`config.mk`:
```
export PLATFORM = sky130hd
export DESIGN_NAME = sub_shift_stage
export DESIGN_NICKNAME = d
export VERILOG_FILES = /design/src/rtl/cipher_pkg.sv /design/src/rtl/sbox4.sv /design/src/rtl/sub_shift_stage.sv
export SDC_FILE = /design/constraint.sdc
export NUM_CORES = 1
export LEC_CHECK = 0
export BUFFER_PORTS_ARGS = -buffer_cell sky130_fd_sc_hd__buf_2
export CAP_MARGIN = 0
export CORE_MARGIN = 1.5
export CORE_UTILIZATION = 40
export CTS_CLUSTER_DIAMETER = 30
export DETAILED_ROUTE_END_ITERATION = 10
export HOLD_SLACK_MARGIN = 0.08
export PLACE_DENSITY = 0.65
export RECOVER_POWER = 50
export SLEW_MARGIN = 10
export SYNTH_ARGS = -nofsm -noshare
export SYNTH_HDL_FRONTEND = slang
export SYNTH_SLANG_ARGS = --single-unit
```
`constraint.sdc`:
```
create_clock -name clock -period 4 [get_ports clock]
set_input_delay 0.8 -clock clock [delete_from_list [all_inputs] [get_ports clock]]
set_output_delay 0.8 -clock clock [all_outputs]
set_load 0.02 [all_outputs]
```
`src/rtl/cipher_pkg.sv`:
```
// ---------------------------------------------------------------------------
// cipher_pkg
// Types and constants for the 4x4 nibble-state lightweight cipher datapath.
//   nibble_t : one 4-bit cell of the cipher state
//   state_t  : full state, unpacked [row][col]
//   fsm_e    : control states for the iterative round stages
//   SBOX / SBOX_INV : forward S-box and its exact inverse
// ---------------------------------------------------------------------------
package cipher_pkg;

   localparam int NROW = 4;
   localparam int NCOL = 4;

   typedef logic [3:0] nibble_t;
   typedef nibble_t state_t [0:NROW-1][0:NCOL-1];

   typedef enum logic {
      IDLE = 1'b0,
      RUN  = 1'b1
   } fsm_e;

   localparam nibble_t SBOX [16] = '{
      4'hC, 4'h5, 4'h6, 4'hB, 4'h9, 4'h0, 4'hA, 4'hD,
      4'h3, 4'hE, 4'hF, 4'h8, 4'h4, 4'h7, 4'h1, 4'h2
   };

   localparam nibble_t SBOX_INV [16] = '{
      4'h5, 4'hE, 4'hF, 4'h8, 4'hC, 4'h1, 4'h2, 4'hD,
      4'hB, 4'h4, 4'h6, 4'h3, 4'h0, 4'h7, 4'h9, 4'hA
   };

endpackage

```
`src/rtl/sbox4.sv`:
```
// ---------------------------------------------------------------------------
// sbox4
// Purely combinational 4-bit S-box lookup.
//   INV   : 0 = forward S-box, 1 = inverse S-box
//   nib_i : input nibble
//   nib_o : substituted nibble
// ---------------------------------------------------------------------------
module sbox4
   import cipher_pkg::*;
#(
   parameter bit INV = 1'b0
) (
   input  logic [3:0] nib_i,
   output logic [3:0] nib_o
);

   // The direction is fixed at elaboration, so only one table survives synthesis.
   assign nib_o = INV ? SBOX_INV[nib_i] : SBOX[nib_i];

endmodule

```
`src/rtl/sub_shift_stage.sv`:
```
// ---------------------------------------------------------------------------
// sub_shift_stage
// Iterative SubNibbles + ShiftRows round stage. One row of the latched state
// is rotated and pushed through four S-boxes per cycle, so a full state takes
// four cycles after start is accepted.
//   INV       : 0 = forward S-box + left row rotation, 1 = inverse + right rotation
//   clock     : system clock, rising edge
//   rst       : synchronous active-low reset
//   start     : request, accepted only while idle
//   st_in     : input state [row][col], sampled when start is accepted
//   state_out : registered result state, rows written progressively
//   busy      : high while a transformation is in progress
//   done      : one-cycle pulse, state_out complete while high
// ---------------------------------------------------------------------------
module sub_shift_stage
   import cipher_pkg::*;
#(
   parameter bit INV = 1'b0
) (
   input  logic   clock,
   input  logic   rst,
   input  logic   start,
   input  state_t st_in,
   output state_t state_out,
   output logic   busy,
   output logic   done
);

   fsm_e       fsm_q;
   logic [1:0] row_q;
   logic [1:0] row_d;
   state_t     buf_q;
   state_t     out_q;
   logic       busy_q;
   logic       done_q;

   logic [1:0] colSel  [NCOL];
   nibble_t    sboxIn  [NCOL];
   nibble_t    sboxOut [NCOL];

   assign row_d = row_q + 2'd1;

   // ShiftRows is folded into the read side: column c of the current row is
   // fed from buffer column c+row (forward) or c-row (inverse). The 2-bit
   // index arithmetic wraps modulo 4 for free.
   always_comb begin
      for (int c = 0; c < NCOL; c++) begin
         colSel[c] = INV ? (2'(c) - row_q) : (2'(c) + row_q);
         sboxIn[c] = buf_q[row_q][colSel[c]];
      end
   end

   for (genvar c = 0; c < NCOL; c++) begin : gCol
      sbox4 #(.INV(INV)) uSbox (
         .nib_i(sboxIn[c]),
         .nib_o(sboxOut[c])
      );
   end

   // Control FSM and all registered outputs. A start seen while running is
   // simply not looked at, and since the FSM is already IDLE during the done
   // cycle a new start there is accepted for back-to-back operation.
   always_ff @(posedge clock) begin
      if (!rst) begin
         fsm_q  <= IDLE;
         row_q  <= 2'd0;
         busy_q <= 1'b0;
         done_q <= 1'b0;
         for (int r = 0; r < NROW; r++) begin
            for (int c = 0; c < NCOL; c++) begin
               buf_q[r][c] <= '0;
               out_q[r][c] <= '0;
            end
         end
      end else begin
         case (fsm_q)
            IDLE: begin
               done_q <= 1'b0;
               if (start) begin
                  buf_q  <= st_in;
                  row_q  <= 2'd0;
                  busy_q <= 1'b1;
                  fsm_q  <= RUN;
               end
            end
            RUN: begin
               for (int c = 0; c < NCOL; c++) begin
                  out_q[row_q][c] <= sboxOut[c];
               end
               row_q <= row_d;
               if (row_q == 2'd3) begin
                  done_q <= 1'b1;
                  busy_q <= 1'b0;
                  fsm_q  <= IDLE;
               end
            end
            default: begin
               fsm_q <= IDLE;
            end
         endcase
      end
   end

   assign state_out = out_q;
   assign busy      = busy_q;
   assign done      = done_q;

endmodule

```
After elaboration in Yosys (flattened, before gate mapping) --
Memories as Yosys holds them, arrays and structs flattened. Index checks and enable logic that the tools add are counted.
Storage, ports and cells: flip-flop bits (word level) 133, ROM bits 256, output and inout port bits 66, memories 4
Operators by class: add/sub/neg operators 3, magnitude comparators 9, eq/ne operators 3, mux-type cells 45, bitwise gates (word level) 9, reductions and logical operators 3
Memory list:
- (name not given) | words 16, width 4, rd ports 1, clocked after memory_dff 0, write ports 0, RTL line sbox4.sv:18 | assign nib_o = INV ? SBOX_INV[nib_i] : SBOX[nib_i];
- (name not given) | words 16, width 4, rd ports 1, clocked after memory_dff 0, write ports 0, RTL line sbox4.sv:18
- (name not given) | words 16, width 4, rd ports 1, clocked after memory_dff 0, write ports 0, RTL line sbox4.sv:18
- (name not given) | words 16, width 4, rd ports 1, clocked after memory_dff 0, write ports 0, RTL line sbox4.sv:18
Operators by type and width (number):
- bitwise mux 64 bit | 4
- demux 16 bit (select 2 bit) | 4
- 2-to-1 mux 4 bit | 17
- 2-to-1 mux 16 bit | 3
- binary-select mux 16 bit (select 2 bit) | 1
- binary-select mux 4 bit (select 2 bit) | 4
- greater-or-equal comparator 5 bit (second input constant) | 4
- inverter 4 -> 5 bit | 4
- greater-or-equal comparator 3 bit (second input constant) | 4
- 2-to-1 mux 12 bit | 1
- inverter 2 -> 3 bit | 4
- 2-to-1 mux 8 bit | 1
- case mux 1 bit (2 select lines) | 3
- 2-to-1 mux 1 bit | 5
- adder 2 bit (first input constant) | 2
- case mux 2 bit (2 select lines) | 1
- AND reduction 2 bit | 2
- < comparator 3 x 1 -> 1 bit (second input constant) | 1
- adder 1 x 2 -> 2 bit (first input constant) | 1
- == test 2 bit (second input constant) | 1
- 2-to-1 mux 2 bit | 1
- != test 2 x 1 -> 1 bit (second input constant) | 1
- != test 2 bit (second input constant) | 1
- logical AND 1 bit | 1
- inverter 1 bit | 1

Logic depth before layout (Yosys ltp) --
depth in word-level cells 15, mapped depth 12, mapped depth without buffers 9

Modules after synthesis --
A second synthesis with hierarchy kept.
Second synthesis, totals: cells, all modules 708, area total of the unflattened synthesis 6311.1 sq um
Modules (own cells, without submodules):
- sub_shift_stage | times used 1, cells each 639, area an instance 5667.9 sq um, sequential area each 2662.6 sq um
- sbox4 (gCol[0].uSbox ...) | times used 3, cells each 17, area an instance 160.2 sq um, sequential area each 0.0 sq um
- sbox4 (gCol[2].uSbox) | times used 1, cells each 18, area an instance 162.7 sq um, sequential area each 0.0 sq um

Least setup slack after synthesis --
OpenSTA, ideal clock, no wires.
kind reg-to-reg, from register row_q[1], to register out_q (netlist bit state_out[18]), library setup time 0.122 ns, arrival 2.673 ns, slack 1.205 ns, cell stages (with the launch flop) 11, buffers on the path 3, period minus slack after synthesis 2.795 ns, cell sequence dfxtp_1 buf_6 buf_12 inv_1 ha_1 buf_6 mux4_2 ha_1 mux2i_1 nor2_1 a311o_1
Between the ends: longest elaborated chain between the ends 15, elaborated cells on any way between the ends 50
RTL lines:
- start: declaration | RTL line sub_shift_stage.sv:30 | logic [1:0] row_q;
- start signal: assignment | RTL line sub_shift_stage.sv:90 | row_q <= row_d;
- inverter 2 -> 3 bit (implied by the code) | RTL line sub_shift_stage.sv:49, sub_shift_stage.sv:88
- binary-select mux 16 bit (select 2 bit) | RTL line sub_shift_stage.sv:49 | sboxIn[c] = buf_q[row_q][colSel[c]];
- 2-to-1 mux 16 bit (implied by the code) (2 in a row) | RTL line sub_shift_stage.sv:49
- binary-select mux 4 bit (select 2 bit) | RTL line sub_shift_stage.sv:49
- 2-to-1 mux 4 bit (implied by the code) (2 in a row) | RTL line sub_shift_stage.sv:49
- inverter 4 -> 5 bit (implied by the code) | RTL line sbox4.sv:18
- memory read (16 x 4 bit)
- 2-to-1 mux 4 bit (implied by the code) (2 in a row) | RTL line sbox4.sv:18
- bitwise mux 64 bit (3 in a row) | RTL line sub_shift_stage.sv:88 | out_q[row_q][c] <= sboxOut[c];
- bitwise mux 64 bit (*) | RTL line sub_shift_stage.sv:88
- end signal: indexed assignment | RTL line sub_shift_stage.sv:88
- end: declaration | RTL line sub_shift_stage.sv:33 | state_t out_q;
Every way passes the cells marked *; elsewhere a longest branch is shown, timed or not. The select of a mux whose other input is x is not followed. A chain may end at the register's enable or synchronous reset.

Worst setup path after layout --
from register row_q[0], to register out_q (netlist bit state_out[50])
Same word-level chain as after synthesis.

==> impl_summary.txt <==
----------------------------------------------------
[Power]
  Power per Cell Area ... 475 mW/mm2
  Peak VDD IR ... 0.322 mV
  Static Leakage ... 2.93 nW
  Total power ... 3.55 mW

[Worst setup path]
  Worst setup path class ... reg2reg
  Highest fanout seen on the critical path ... 13
  Sort of element at the start of the critical path ... register
  Number of buffers and inverters on the critical path ... 1
  Data arrival time of the worst path ... roughly 3.5 ns
  Worst path required time ... 4.30 ns
  Cell type of the slowest stage on the worst timing path ... ha_1
  CP Capture Type ... register
  Family with the most delay on the worst path ... multiplexers
  Slowest cell delay on critical path ... 0.66 ns
  Cells along the critical path ... inv_1 > ha_1 > mux4_1 > mux2i_4 > mux2i_1 > nor2_1 > a311o_1

[Yosys]
  Total number of yosys warnings ... 0
  Number of instances in the synthesized netlist ... 664
  EDFF count, synth ... 0
  Syn avg cell area ... 9.35 um2
  Register bit count reported by yosys ... 133
  Share of synthesized area occupied by flip-flops and latches ... 42.9%
  Number of nets produced by synthesis ... roughly 760
  Asr flop ratio synth ... 0%
  Primary flip-flop cell chosen by synthesis mapping ... dfxtp_1
  Mapped cell area ... 0.00621 mm2
  Count of cell types in the netlist ... 37

[Die]
  Initial cell density of the core ... 40.9%
  Floorplan die width ... about 130 um
  Die span in y ... around 130 um
  Die Outline Area ... 0.0163 mm2
  Placeable core region ... approximately 0.015 mm2
  # IOs ... 133
  Std cell rows ... 45

[STA]
  Setup TNS ... 0 ns
  Max-Slew Margin vs Limit ... -8.22%
  Final hold vios ... 0
  Setup repair after global routing missed its margin ... no
  Worst setup margin ... 0.823 ns
  Share of the clock period used by the worst path after layout ... 79.4%
  Number of slew-limit violations in the final report ... 45
  Tightest Pin Transition ... 1.62 ns
  Time the final worst path needs with I/O delays and setup ... 3.18 ns
  Worst hold slack ... 0.446 ns
  Final setup skew ... 0.00684 ns
  Peak clock frequency supported by timing ... approximately 0.31 GHz
  Setup-violating endpoint count in the final report ... 0

[Cells and area]
  Area growth from synthesis to layout ... 20.3%
  Sequential cell area ... 0.00266 mm2
  Area occupied by multi-input gates ... 0.00322 mm2
  Diode insertion count for antenna repair ... 0
  Number of inserted filler cells in the final layout ... 1515
  Final-stage net count ... 868
  Share of the core filled with cells ... 49.2%
  Share of layout cells above drive strength 1 ... 17.5%

[Clocking]
  Number of buffers added for setup after CTS ... 0
  Clock root buffer ... clkbuf_16
  Clock-pin slew of the registers on the worst-case setup and hold paths ... 0.06 ns
  Cts repair resizes ... 0
  Sinks on the clock net ... 133
  Count of H-tree levels built during CTS ... 4
  Number of hold buffers added after cts ... 0
  Number of buffers created by CTS ... 17
  TritonCTS clock tree ... yes
  Clock latency of the later-clocked register in the worst-skew pair ... 0.41 ns
  Maximum buffer depth of the clock tree ... 2

[Global route]
  Wire length of the first global-routing pass ... 24.2 mm
  Number of global-route vias before repair ... 4602
  Remaining global-route overflow ... 0
  Initial antenna violation count ... 0
  Pin count of the biggest net entering global routing ... 68
  GR Util All Layers ... 18.9%

[Flow run]
  Max_cap viols ... 1

[Route]
  Total length of routed wires ... 15.1 mm
  Residual DRC ... 0
  First-pass detailed-route iteration total ... 4
  Detail Route Antenna Nets ... 0
  Routed length per instance ... 15.5 um
  Drt first-iter violations ... 273
  Detailed-route via count ... roughly 5000
  Drt via density ... 5.09

[Hold path]
  Class of the tightest hold or removal check ... reg2reg

[Outcome]
  Outcome ... finished with violations
  Violations in the final reports ... max-capacitance violations, max-slew violations

[Placement]
  Dpl ws ... 0.876 ns
  Half-perimeter wire length of the detailed placement result ... 10.5 mm
  Weighted congestion reported at the end of routability-driven placement ... 0.780
  Number of input and output port buffers inserted ... roughly 130

----------------------------------------------------
-- power by group --
group | internal [mW] | total (mW) | switching (mW)
sequential | 1.39 | 1.42 | 0.0342
clock | 1.08 | 1.65 | 0.576
combinational | 0.176 | 0.470 | 0.293
total | 2.64 | 3.55 | 0.904
-- metrics by stage --
step | cells | cell area [um2]
2_1_floorplan | 664 | 6210
5_1_grt | 978 | 7470
3_3_place_gp | 946 | 6930
3_5_place_dp | 946 | 6930
4_1_cts | 978 | 7560
6_report | 978 | 7470
-- sequential cells by signal (all words and copies together) (netlist names) --
| name | cells |
|---|---|
| buf_q | 64 |
| busy | 1 |
| done | 1 |
| fsm_q | 1 |
| row_q | 2 |
| state_out | 64 |
-- placed cells by master (no fill, tap or decap), drive strengths merged, types with 4 or more instances in the layout --
cell	count
nand2	154
dfxtp	133
clkbuf	89
buf	74
a21boi	65
o21ai	59
mux2i	33
a21oi	31
ha	24
nand3	22
mux4	21
inv	20
nor2	14
nor3b	5
nor3	5
xor2	4
bufinv	4
-- cell families after synthesis --
family / Yosys count / synth area share, %
and+or+nand+nor: 213 / 14.6
AOI/OAI and AO/OA: 167 / 17.1
DFF: 133 / 42.9
buffers and inverters: 67 / 5.36
muxes: 56 / 14.6
adders and majority gates: 24 / 4.83
xor gates and xnor gates: 4 / 0.564
-- metal layers --
metal | up-vias | GRT usage (%) | share of wire [%] | wire length (um)
met3 | 18 | 4.15 | 7.2 | 1090
met1 | 2270 | 26.8 | 47 | 7110
met4 | 0 | 5.62 | 1.4 | 206
met5 | - | 0 | 0 | 0
li1 | 2520 | - | - | -
met2 | 166 | 28.9 | 44 | 6720
-- worst reg2reg max path: cells and delay by family, from the launching register on --
kind                     cells  cell delay (ns)
multiplexers                 3             1.52
adder cells (fa/ha/maj)      1             0.66
flip-flops                   1             0.32
AO/OA/AOI/OAI                1             0.31
buffers and inverters        1             0.17
AND/OR/NAND/NOR              1             0.09
-- synth_stat cells, drive strengths merged (4+ instances only) --
cell type / number / area, um2
clkbuf: 36 / 135
inv: 19 / 71.3
a21boi: 65 / 488
mux4: 21 / 495
nor3: 5 / 25.0
buf: 12 / 126
ha: 24 / 300
a21oi: 31 / 163
nand3: 22 / 110
mux2i: 33 / 388
o21ai: 59 / 295
nor2: 14 / 52.6
xor2: 4 / 35.0
nor3b: 5 / 62.6
dfxtp: 133 / 2660
nand2: 154 / 578
-- area by class of cell --
| type | count | share of cell area [%] |
|---|---|---|
| timing repair buffer | 142 | 8.67 |
| multi-input combinational | 464 | 43.1 |
| clock inverter | 11 | 2.33 |
| tap | 188 | 3.15 |
| clock buffer | 21 | 6.16 |
| inverter | 19 | 0.954 |
| sequential | 133 | 35.6 |
-- path summary, 6_finish.rpt --
check / from / end / cells past startpoint / slack [ns]
worst max register to register: row_q[0] / state_out[50] / 7 / 0.82
worst min-delay path: state_out[6] / state_out[6] / 2 / 0.45
worst max-delay path: row_q[0] / state_out[50] / 7 / 0.82
worst min register to register: state_out[6] / state_out[6] / 2 / 0.45
Power figures use the tool's default switching activity.
